$ cat src/rtl/fifo_burst_reader.sv
// FIFO burst reader: pops bursts of i_burst_len beats, or drains a nearly-empty FIFO after an idle timeout.
// Optional burst statistics counter enabled by macro FIFO_BURST_READER_STATS_EN.
//
// state   | meaning
// --------+-------------------------------------------------------------
// S_IDLE  | no transfer; timeout counter runs while FIFO is almost empty
// S_BURST | popping up to r_target beats, last beat flagged
// S_DRAIN | popping single-beat bursts until the FIFO runs dry
module fifo_burst_reader #(
   parameter int DATA_WIDTH = 32,
   parameter int WIDTH      = 8,
   parameter int TO_WIDTH   = 16
) (
   input  logic                  i_clk,
   input  logic                  i_rst,
   input  logic                  i_fifo_valid,
   input  logic                  i_fifo_almostempty,
   input  logic [DATA_WIDTH-1:0] i_fifo_data,
   output logic                  o_fifo_ready,
   input  logic [WIDTH-1:0]      i_burst_len,
   input  logic [TO_WIDTH-1:0]   i_timeout,
   input  logic                  i_ready_d,
   output logic                  o_valid_d,
   output logic [DATA_WIDTH-1:0] o_data_d,
   output logic                  o_last_d,
   output logic                  o_busy,
   output logic [15:0]           o_burst_total
);

   typedef enum logic [1:0] {S_IDLE, S_BURST, S_DRAIN} state_t;

   state_t              r_state;
   logic [WIDTH-1:0]    r_target;
   logic [WIDTH-1:0]    r_beats;
   logic [TO_WIDTH-1:0] r_to_cnt;

   logic w_room;
   logic w_pop;
   logic w_last_acc;
   logic w_beat_last;

   assign w_room      = !o_valid_d || i_ready_d;
   assign w_pop       = o_fifo_ready && i_fifo_valid;
   assign w_last_acc  = o_valid_d && o_last_d && i_ready_d;
   assign w_beat_last = (WIDTH'(r_beats + WIDTH'(1)) == r_target);
   assign o_busy      = (r_state != S_IDLE);

   always_comb begin
      o_fifo_ready = 1'b0;
      if (!i_rst) begin
         case (r_state)
            S_BURST: o_fifo_ready = (r_beats < r_target) && w_room;
            S_DRAIN: o_fifo_ready = w_room;
            default: o_fifo_ready = 1'b0;
         endcase
      end
   end

   always_ff @(posedge i_clk) begin
      if (i_rst) begin
         r_state   <= S_IDLE;
         r_target  <= '0;
         r_beats   <= '0;
         r_to_cnt  <= '0;
         o_valid_d <= 1'b0;
         o_last_d  <= 1'b0;
         o_data_d  <= '0;
      end else begin
         // output register: reload on pop, otherwise empty it once accepted
         if (w_pop) begin
            o_data_d  <= i_fifo_data;
            o_valid_d <= 1'b1;
            o_last_d  <= (r_state == S_DRAIN) || w_beat_last;
         end else if (i_ready_d) begin
            o_valid_d <= 1'b0;
            o_last_d  <= 1'b0;
         end

         case (r_state)
            S_IDLE: begin
               r_beats <= '0;
               if (i_fifo_valid && !i_fifo_almostempty) begin
                  r_state  <= S_BURST;
                  r_target <= (i_burst_len == '0) ? WIDTH'(1) : i_burst_len;
                  r_to_cnt <= '0;
               end else if ((i_timeout != '0) && (r_to_cnt == i_timeout) && i_fifo_valid) begin
                  r_state  <= S_DRAIN;
                  r_to_cnt <= '0;
               end else if (i_fifo_valid && i_fifo_almostempty) begin
                  if (r_to_cnt != '1)
                     r_to_cnt <= r_to_cnt + TO_WIDTH'(1);
               end else begin
                  r_to_cnt <= '0;
               end
            end
            S_BURST: begin
               if (w_pop)
                  r_beats <= r_beats + WIDTH'(1);
               if (w_last_acc)
                  r_state <= S_IDLE;
            end
            S_DRAIN: begin
               if (w_room && !i_fifo_valid)
                  r_state <= S_IDLE;
            end
            default: r_state <= S_IDLE;
         endcase
      end
   end

`ifdef FIFO_BURST_READER_STATS_EN
   logic [15:0] r_burst_total;

   always_ff @(posedge i_clk) begin
      if (i_rst)
         r_burst_total <= '0;
      else if (w_last_acc)
         r_burst_total <= r_burst_total + 16'd1;
   end

   assign o_burst_total = r_burst_total;
`else
   assign o_burst_total = '0;
`endif

endmodule

$ cat config.mk
export PLATFORM = sky130hd
export DESIGN_NAME = fifo_burst_reader
export DESIGN_NICKNAME = d
export VERILOG_FILES = /design/src/rtl/fifo_burst_reader.sv
export SDC_FILE = /design/constraint.sdc
export NUM_CORES = 1
export LEC_CHECK = 0
export ABC_AREA = 1
export CORE_AREA = 4 4 113 115
export DETAILED_ROUTE_END_ITERATION = 8
export DIE_AREA = 0 0 117 119
export GPL_ROUTABILITY_DRIVEN = 0
export PLACE_DENSITY = 0.7
export SYNTH_ARGS = -nofsm -noshare
export SYNTH_HDL_FRONTEND = slang
export SYNTH_SLANG_ARGS = --single-unit
$ cat constraint.sdc
create_clock -name i_clk -period 5 [get_ports i_clk]
set_input_delay 0.75 -clock i_clk [delete_from_list [all_inputs] [get_ports i_clk]]
set_output_delay 0.75 -clock i_clk [all_outputs]
set_load 0.05 [all_outputs]
======== Word level (Yosys, flattened, before mapping) ========
Cells that the tools add are included.
operators by class
  $add $sub $neg .......................... 2
  multipliers ............................. 0
  div/mod/pow operators ................... 0
  $lt $le $gt $ge ......................... 1
  eq/ne operators ......................... 10
  shift-type cells ........................ 0
  mux-type cells .......................... 17
  bitwise operators ....................... 0
  reductions and logical operators ........ 24
operator list
  cell                                                                   count
  16-bit 2-to-1 mux                                                      4
  16-bit by 1-bit adder with 16-bit output, second input constant        1
  16-bit equality test                                                   1
  8-bit 2-to-1 mux                                                       2
  16-bit != test, second input constant                                  1
  8-bit one-hot mux with 2 select lines                                  1
  16-bit nonzero test                                                    1
  1-bit logical AND                                                      9
  8-bit by 1-bit adder with 8-bit output, second input constant          1
  8-bit equality test                                                    1
  8-bit logical NOT                                                      1
  8-bit less-than comparator                                             1
  2-bit 2-to-1 mux                                                       4
  2-bit one-hot mux with 3 select lines                                  1
  2-bit AND reduction                                                    3
  2-bit nonzero test                                                     3
  1-bit 2-to-1 mux                                                       4
  2-bit != test, second input constant                                   2
  4-bit by 3-bit != test with 1-bit output, second input constant        1
  1-bit logical NOT                                                      3
  3-bit != test, second input constant                                   1
  3-bit AND reduction                                                    1
  2-bit by 1-bit equality test with 1-bit output, second input constant  1
  2-bit equality test, second input constant                             1
  4 further kinds                                                        5
storage, ports and cells
  register bits ........................... 68
  bits in latches ......................... 0
  memory bits (writable) .................. 0
  bits in read-only memories .............. 0
  bits of input ports ..................... 61
  output and inout bits ................... 52
  logic and storage cells ................. 61
  memories kept ........................... 0

======== Logic depth before layout (Yosys ltp) ========
Gate-level depths: netlist (run 1).
  depth in word-level cells ............... 8
  mapped depth ............................ 16
  gate-level depth less buffers ........... 16

======== Least setup slack after synthesis (run 1) ========
No wires, ideal clock.
  kind .................................... reg2out
  start ................................... register r_target[3]
  end ..................................... output o_fifo_ready
  data arrival time ....................... 1591 ps
  data required time ...................... 4250 ps
  slack ................................... 2659 ps
  cell stages (with the launch flop) ...... 11
  path through ............................ dfxtp_1 > inv_1 > ha_1 > a21oi_1 > nand2_1 > nand2_1 > nand2_1 > nand2_1 > nand2_1 > a21oi_2 > buf_2
between the ends
  longest elaborated chain between the ends .. 4
ends and longest elaborated chain
  item                                   RTL line  source
  start, declared                        33        logic [WIDTH-1:0] r_target;
  start signal, assigned                 84        r_target <= (i_burst_len == '0) ? WIDTH'(1) : i_burst_len;
  8-bit less-than comparator             52        S_BURST: o_fifo_ready = (r_beats < r_target) && w_room;
  1-bit logical AND                      52
  1-bit one-hot mux with 2 select lines  51        case (r_state)
  1-bit 2-to-1 mux                       50        if (!i_rst) begin
  end, declared                          19        output logic o_fifo_ready,
Every way passes these cells.

======== Final worst setup path (run 1) ========
Ends and elaborated chain as after synthesis.

==> out/metrics.cfg, run 1 <==
[run_status]
run_status=complete, no violations

[synth]
netlist_instances=584
proportion_of_synthesized_chip_area_in_sequential_cells_pct=33.94
synth_xor_area_share_pct=5.240
total_standard_cell_area_after_synthesis_um2=4011
synthDominantCellAreaShare_pct=33.94
ranking_of_synthesized_cells_by_area=dfxtp_1, nand2_1, nand3_1
synthDominantAreaCellType=dfxtp_1
dominant_combinational_cell_family_by_area_after_synthesis=simple AND/OR/NAND/NOR gates
synth.ff_latch_count=68
muxShareOfSynthArea_pct=0
simple_gate_portion_of_the_synthesized_area_pct=34.34
warnings_synthesis=0
synth.avg_cell_area_um2=6.869
synth_fa_ha_area_share_pct=4.055
area_fraction_in_compound_gates_after_synthesis_pct=11.82
ys_types=31

[power_and_ir_drop]
power_switching_share_pct=35.36
seqPwrFrac_pct=32.9
clock_power_share_pct=36.7
max-vdd-ir-drop_v=0.0001512
power_frac_comb_pct=30.4
power.internal_w=0.001202
netSwitchingPower_w=0.0006577
p_leak_nw=1.996
pwr_density_cell_nw_per_um2=350.1

[detailed_routing]
remaining_drc_errors=0
detail-route-antenna-nets=0
via_count=4021
drt_iter0_markers=275
route.final.wire_length_mm=10.78
routedWlPerCell_um=13.18
detail_route.vias_per_cell=4.916
drt-pass1-iter-count=4

[timing]
finalSetupViolCount=0
maxSlewHeadroom_pct=28.09
finalHoldViolations=0
worst-slew-pin-transition_ns=1.076
fin_setup_tns_ns=0
clock-skew-final_ns=0.005912
min_tclk_post_route_ns=3.273
finalCritPeriodShare_pct=65.46
timing.fmax_mhz=305.5
setup_ws_ns=1.727
drv_slew=0
setup_repair_after_global_routing_missed_its_margin=false
worst_hold_slack_ns=0.4614

[cts]
htree_levels=3
post-cts-setup-buffer-count=0
clockRootBuffer=clkbuf_16
insertion_delay_ns=0.33
ctsHoldBuffers=0
tritoncts=yes
clock_net_sink_count=68
clk_pin_slew_ns=0.06
cts_inserted_buffers=9
post_cts_resize_count=0
cts.path.max_buffers=2

[cells_and_area]
drive_gt1_share_pct=7.004
finalInstanceArea_um2=5313
area_growth_synth_to_finish_pct=32.44
finish.net_count=740
antenna_cells_inserted=0

[floorplanning]
rows=40
placeableCoreArea_um2=11810
floorplan.die_area_um2=13920
dieHeight_um=119
effective_utilization_at_floorplan_pct=33.96
io-pin-count=113
overall_die_width_um=117

[critical_path]
timing.critical_path.cells=inv_1 > ha_1 > a21oi_1 > nand2_1 > nand2_1 > nand2_1 > nand2_1 > nand2_1 > a21oi_2 > clkdlybuf4s50_1
critPathMostFrequentCell=nand2_1
startpoint_kind_of_the_worst_setup_timing_path=register
worst-r2r-setup-slack_ns=1.97
worst-path-max-fanout=3
end_kind=output port
slowest_stage=clkdlybuf4s50_1
worstPathArrival_ns=2.52
worstReg2RegEnd=o_last_d
critical-path-max-stage-delay_ns=0.85
worstPathRequired_ns=4.25
rr_startpoint=r_target[3]
rr_worst_depth=14
timing_worst_setup_path_type=register to output port

[global_routing]
grt_max_degree=56
global_route_wire_length_before_repair_mm=18.00
number_of_global_route_vias_before_repair=3946
global_route.overflow_total=0
track_usage_pct=15.73
grt_antenna_before_repair=0

[worst_hold_path]
hp-class=register to register
min_delay_worst_endpoint=o_data_d[0]
hold_path_depth=2
worstHoldStart=o_data_d[0]

[placement]
dpl_cell_area_um2=4989
place_worst_setup_slack_ns=1.653
io_buffer_count=96
dpl.hpwl_mm=7.830

[run]
timing.max_cap.violations=0

==> worst max-delay path by stage <==
stage / from / endpoint / slack, ns / cells after the start
after global placement: i_ready_d / o_last_d / 1.74 / 10
after detailed placement: i_ready_d / o_last_d / 1.65 / 10
final: r_target[3] / o_fifo_ready / 1.73 / 10
after floorplan: r_target[3] / o_fifo_ready / 2.66 / 10
after CTS: r_target[3] / o_fifo_ready / 1.70 / 12
after global routing: r_beats[3] / o_fifo_ready / 1.52 / 11
==> through the flow <==
step | power, W | instances | utilization (%)
after floorplan | 0.001044 | 599 | -
after global placement | 0.001179 | 802 | 42.24
after detailed placement | 0.001189 | 802 | 42.24
after CTS | 0.001880 | 818 | 44.98
after global routing | 0.001975 | 818 | 44.98
final | 0.001860 | 818 | 44.98
==> worst max-delay path: cells and delay by family (launching register included) <==
kind | cells | cell delay [ns]
buffers and inverters | 2 | 0.93
DFF | 1 | 0.33
and+or+nand+nor | 5 | 0.32
adders and majority gates | 1 | 0.31
AOI/OAI and AO/OA | 2 | 0.31
==> kinds of logic after synthesis <==
group	count (synthesis)
xor+xnor	24
fa+ha+maj	13
simple gates	301
compound gates	86
flops	68
other cells	1
buf+inv	91
==> layer usage <==
| layer | share of wire, % | up-vias | track usage [%] |
|---|---|---|---|
| met5 | 0 | - | 0 |
| met3 | 4.2 | 14 | 3.760 |
| met1 | 45 | 1839 | 20.13 |
| met2 | 49 | 112 | 25.92 |
| met4 | 1.4 | 0 | 4.875 |
| li1 | - | 2056 | - |
==> cells in the mapped netlist <==
cell      count
a211oi_1      1
a21oi_1      60
a21oi_2      10
buf_2         7
buf_4        16
buf_8         1
clkbuf_1     19
conb_1        1
dfxtp_1      68
ha_1         13
inv_1        46
inv_2         2
nand2_1     113
nand2_2       5
nand2_4       2
nand3_1      83
nand3b_1      2
nand4_1      17
nor2_1       60
nor2_4        2
nor3_1        5
nor4_1        2
nor4_4        1
o21ai_0      13
o21bai_1      1
o22ai_1       1
or2_0         1
or2_1         3
or2_2         5
xnor2_1       6
xor2_1       18
==> final cells by class <==
class,count,area [um2]
Clock buffer,9,225.2
Clock inverter,7,98.84
Fill cell,1222,6499
Inverter,48,180.2
Multi-Input combinational cell,440,2285
Sequential cell,68,1361
Tap cell,147,183.9
Timing Repair Buffer,99,978.4
==> placed cells by master, fill, tap and decap left out, types with 3 or more instances in the layout <==
cell type,Yosys,routed
conb_1,1,16
clkdlybuf4s50_1,0,95
or2_2,5,5
nand2_2,5,5
nand4_1,17,17
clkbuf_16,0,9
xor2_1,18,18
a21oi_2,10,10
xnor2_1,6,6
nand2_1,113,113
o21ai_0,13,13
or2_1,3,3
dfxtp_1,68,68
nor2_1,60,60
buf_4,16,3
a21oi_1,60,60
ha_1,13,13
nand3_1,83,83
nor3_1,5,5
inv_1,46,46
==> sequential cells by signal, indices dropped and copies added, names as in the netlist <==
signal     cells
r_to_cnt      16
r_target       8
r_state        2
r_beats        8
o_last_d       1
o_valid_d      1
o_data_d      32
==> power by group through the flow <==
stage          Combinational (W)  Clock, W  Sequential [W]
4_1_cts                 0.000568  0.000700        0.000612
3_5_place_dp            0.000566         0        0.000623
5_1_grt                 0.000636  0.000722        0.000617
2_1_floorplan           0.000378         0        0.000666
3_3_place_gp            0.000558         0        0.000621
6_report                0.000565  0.000683        0.000612
Power figures use the tool's default switching activity.
==> run 2: changes to the inputs <==
==> constraint.sdc (replaced) <==
create_clock -name i_clk -period 3.1 [get_ports i_clk]
set_input_delay 0.465 -clock i_clk [delete_from_list [all_inputs] [get_ports i_clk]]
set_output_delay 0.465 -clock i_clk [all_outputs]
set_load 0.05 [all_outputs]
==> run 2 against run 1 <==
Net effect: power grew 70%; utilization grew 0.77 points; largest power group unchanged; wire length grew 1.2%; cell count grew 0.73%; critical endpoint is now o_last_d.
==> out/metrics.cfg, run 2 (synthesis gave the netlist of run 1 again) <==
[detailed_routing]
drt-pass1-iter-count=5  ; was 4
remaining_drc_errors=0  ; unchanged
route.final.wire_length_mm=10.91  ; was 10.78 mm
detail_route.vias_per_cell=4.904  ; was 4.916
drt_iter0_markers=184  ; was 275
detail-route-antenna-nets=0  ; unchanged
via_count=4041  ; was 4021
routedWlPerCell_um=13.24  ; was 13.18 um

[placement]
instance_count_after_placement_with_tap_cells_included=808  ; was 802
io_buffer_count=96  ; unchanged
dpl.hpwl_mm=7.946  ; was 7.830 mm
place_worst_setup_slack_ns=0.5858  ; was 1.653 ns

[timing]
drv_slew=0  ; unchanged
worst-slew-pin-transition_ns=0.6666  ; was 1.076 ns
setup_ws_ns=0.6661  ; was 1.727 ns
finalSetupViolCount=0  ; unchanged
fin_setup_tns_ns=0  ; unchanged
maxSlewHeadroom_pct=55.56  ; was 28.09%
timing.fmax_mhz=410.9
min_tclk_post_route_ns=2.434
finalCritPeriodShare_pct=78.51
finalHoldViolations=0  ; unchanged
setup_repair_after_global_routing_missed_its_margin=false  ; unchanged
clock-skew-final_ns=0.01171  ; was 0.005912 ns

[critical_path]
rr_worst_depth=12  ; was 14
worst-r2r-setup-slack_ns=0.67  ; was 1.97 ns
worstPathRequired_ns=3.37  ; was 4.25 ns
timing_worst_setup_path_type=register to register  ; was register to output port
worstReg2RegEnd=o_last_d  ; unchanged
worst-path-max-fanout=34  ; was 3
end_kind=register  ; was output port
startpoint_kind_of_the_worst_setup_timing_path=register  ; unchanged
worstPathArrival_ns=2.70  ; was 2.52 ns
rr_startpoint=r_state[1]  ; was r_target[3]

[worst_hold_path]
hold_path_depth=2  ; unchanged
hp-class=register to register  ; unchanged
worstHoldStart=o_data_d[6]  ; was o_data_d[0]
min_delay_worst_endpoint=o_data_d[6]  ; was o_data_d[0]

[cells_and_area]
finish.net_count=746  ; was 740
fillerInstances=1182  ; was 1222
drive_gt1_share_pct=7.976  ; was 7.004%
antenna_cells_inserted=0  ; unchanged
final_core_util_pct=45.75  ; was 44.98%
final_cell_mix=nand2_1, clkdlybuf4s50_1, nand3_1  ; unchanged
max_ffs_per_register=32  ; unchanged
most_common_library_cell_in_the_layout_ignoring_fill_and_taps=nand2_1  ; unchanged
largest_registers=o_data_d: 32 flops, r_to_cnt: 16 flops  ; unchanged
largest-register=o_data_d  ; unchanged
area_growth_synth_to_finish_pct=34.72  ; was 32.44%
fin_cells=824  ; was 818

[floorplanning]
overall_die_width_um=117  ; unchanged
rows=40  ; unchanged
io-pin-count=113  ; unchanged
effective_utilization_at_floorplan_pct=33.96  ; unchanged
floorplan.die_area_um2=13920  ; unchanged
placeableCoreArea_um2=11810  ; unchanged
dieHeight_um=119  ; unchanged

[run_status]
run_status=complete, no violations  ; unchanged

[global_routing]
grt_max_degree=56  ; unchanged
global_route_wire_length_before_repair_mm=18.05  ; was 18.00 mm
track_usage_pct=15.63  ; was 15.73%
number_of_global_route_vias_before_repair=3979  ; was 3946
global_route.overflow_total=0  ; unchanged
grt_antenna_before_repair=0  ; unchanged

[cts]
ctsHoldBuffers=0  ; unchanged
clockRootBuffer=clkbuf_16  ; unchanged
cts.path.max_buffers=2  ; unchanged
post-cts-setup-buffer-count=0  ; unchanged
clk_pin_slew_ns=0.06  ; about the same
cts_inserted_buffers=9  ; unchanged
insertion_delay_ns=0.33  ; about the same
post_cts_resize_count=0  ; unchanged
clock_net_sink_count=68  ; unchanged
tritoncts=yes  ; unchanged
htree_levels=3  ; unchanged

[run]
timing.max_cap.violations=0  ; unchanged

[power_and_ir_drop]
pwr_density_cell_nw_per_um2=584.2  ; was 350.1 nW/um2
total_power_w=0.003157  ; was 0.001860 W
p_leak_nw=2.050  ; was 1.996 nW
max-vdd-ir-drop_v=0.0003131  ; was 0.0001512 V

## run 2: changes by cell type in the layout (fill, tap and decap cells not counted), sizes merged
cell / previous run / this run
bufinv: 2 / 3
clkinv: 3 / 2
clkinvlp: 1 / 0
buf: 4 / 11
clkdlybuf4s50: 95 / 94
clkbuf: 9 / 11
inv: 49 / 48
## run 2: worst max-delay path: stages, from the launching register on
cell and delay (ns):
dfxtp_1 0.33, inv_1 0.09, ha_1 0.38, inv_1 0.10
a211oi_1 0.17, nand2_1 0.11, a21oi_2 0.26, buf_4 0.31
nand2_1 0.08, buf_4 0.26, o21ai_0 0.11, nand2_1 0.07
nor2_1 0.11
## run 2: worst max path at each step
stage	slack, ns	depth (start not counted)	startpoint	to
detailed placement	0.59	11	i_ready_d	o_last_d
CTS	0.64	12	r_state[1]	o_last_d
finish	0.67	12	r_state[1]	o_last_d
global route	0.31	12	r_state[1]	o_last_d
floorplan	1.04	10	r_target[3]	o_fifo_ready
global placement	0.67	10	i_timeout[15]	r_to_cnt[10]
## run 2: stage by stage
stage / instance area [um2] / hold slack (ns)
5_1_grt: 5404 / 0.4729
6_report: 5404 / 0.4599
4_1_cts: 5404 / 0.4623
3_3_place_gp: 5044 / 0.4500
3_5_place_dp: 5044 / 0.4549
2_1_floorplan: 4068 / 0.4607
## run 2: final cells by class
cell class                 count  area, um2  area share (%)
clock buffer                  11      252.7           4.677
multi-input combinational    440       2285           42.28
timing repair buffer         105       1033           19.12
sequential                    68       1361           25.19
clock inverter                 5      107.6           1.991
tap                          147      183.9           3.404
inverter                      48      180.2           3.334
## run 2: routing by layer
layer / routed length (um) / track usage, % / vias to the layer above
met3: 584 / 3.608 / 12
li1: - / - / 2061
met2: 5312 / 26.10 / 114
met4: 149 / 4.516 / 0
met5: 0 / 0 / -
met1: 4862 / 19.90 / 1854
## run 2: power by group
| part | internal (W) | total, W | switching, W |
|---|---|---|---|
| combinational | 0.000319 | 0.000951 | 0.000632 |
| clock | 0.000832 | 0.00122 | 0.000387 |
| sequential | 0.000938 | 0.000987 | 0.0000495 |
| total | 0.00209 | 0.00316 | 0.00107 |
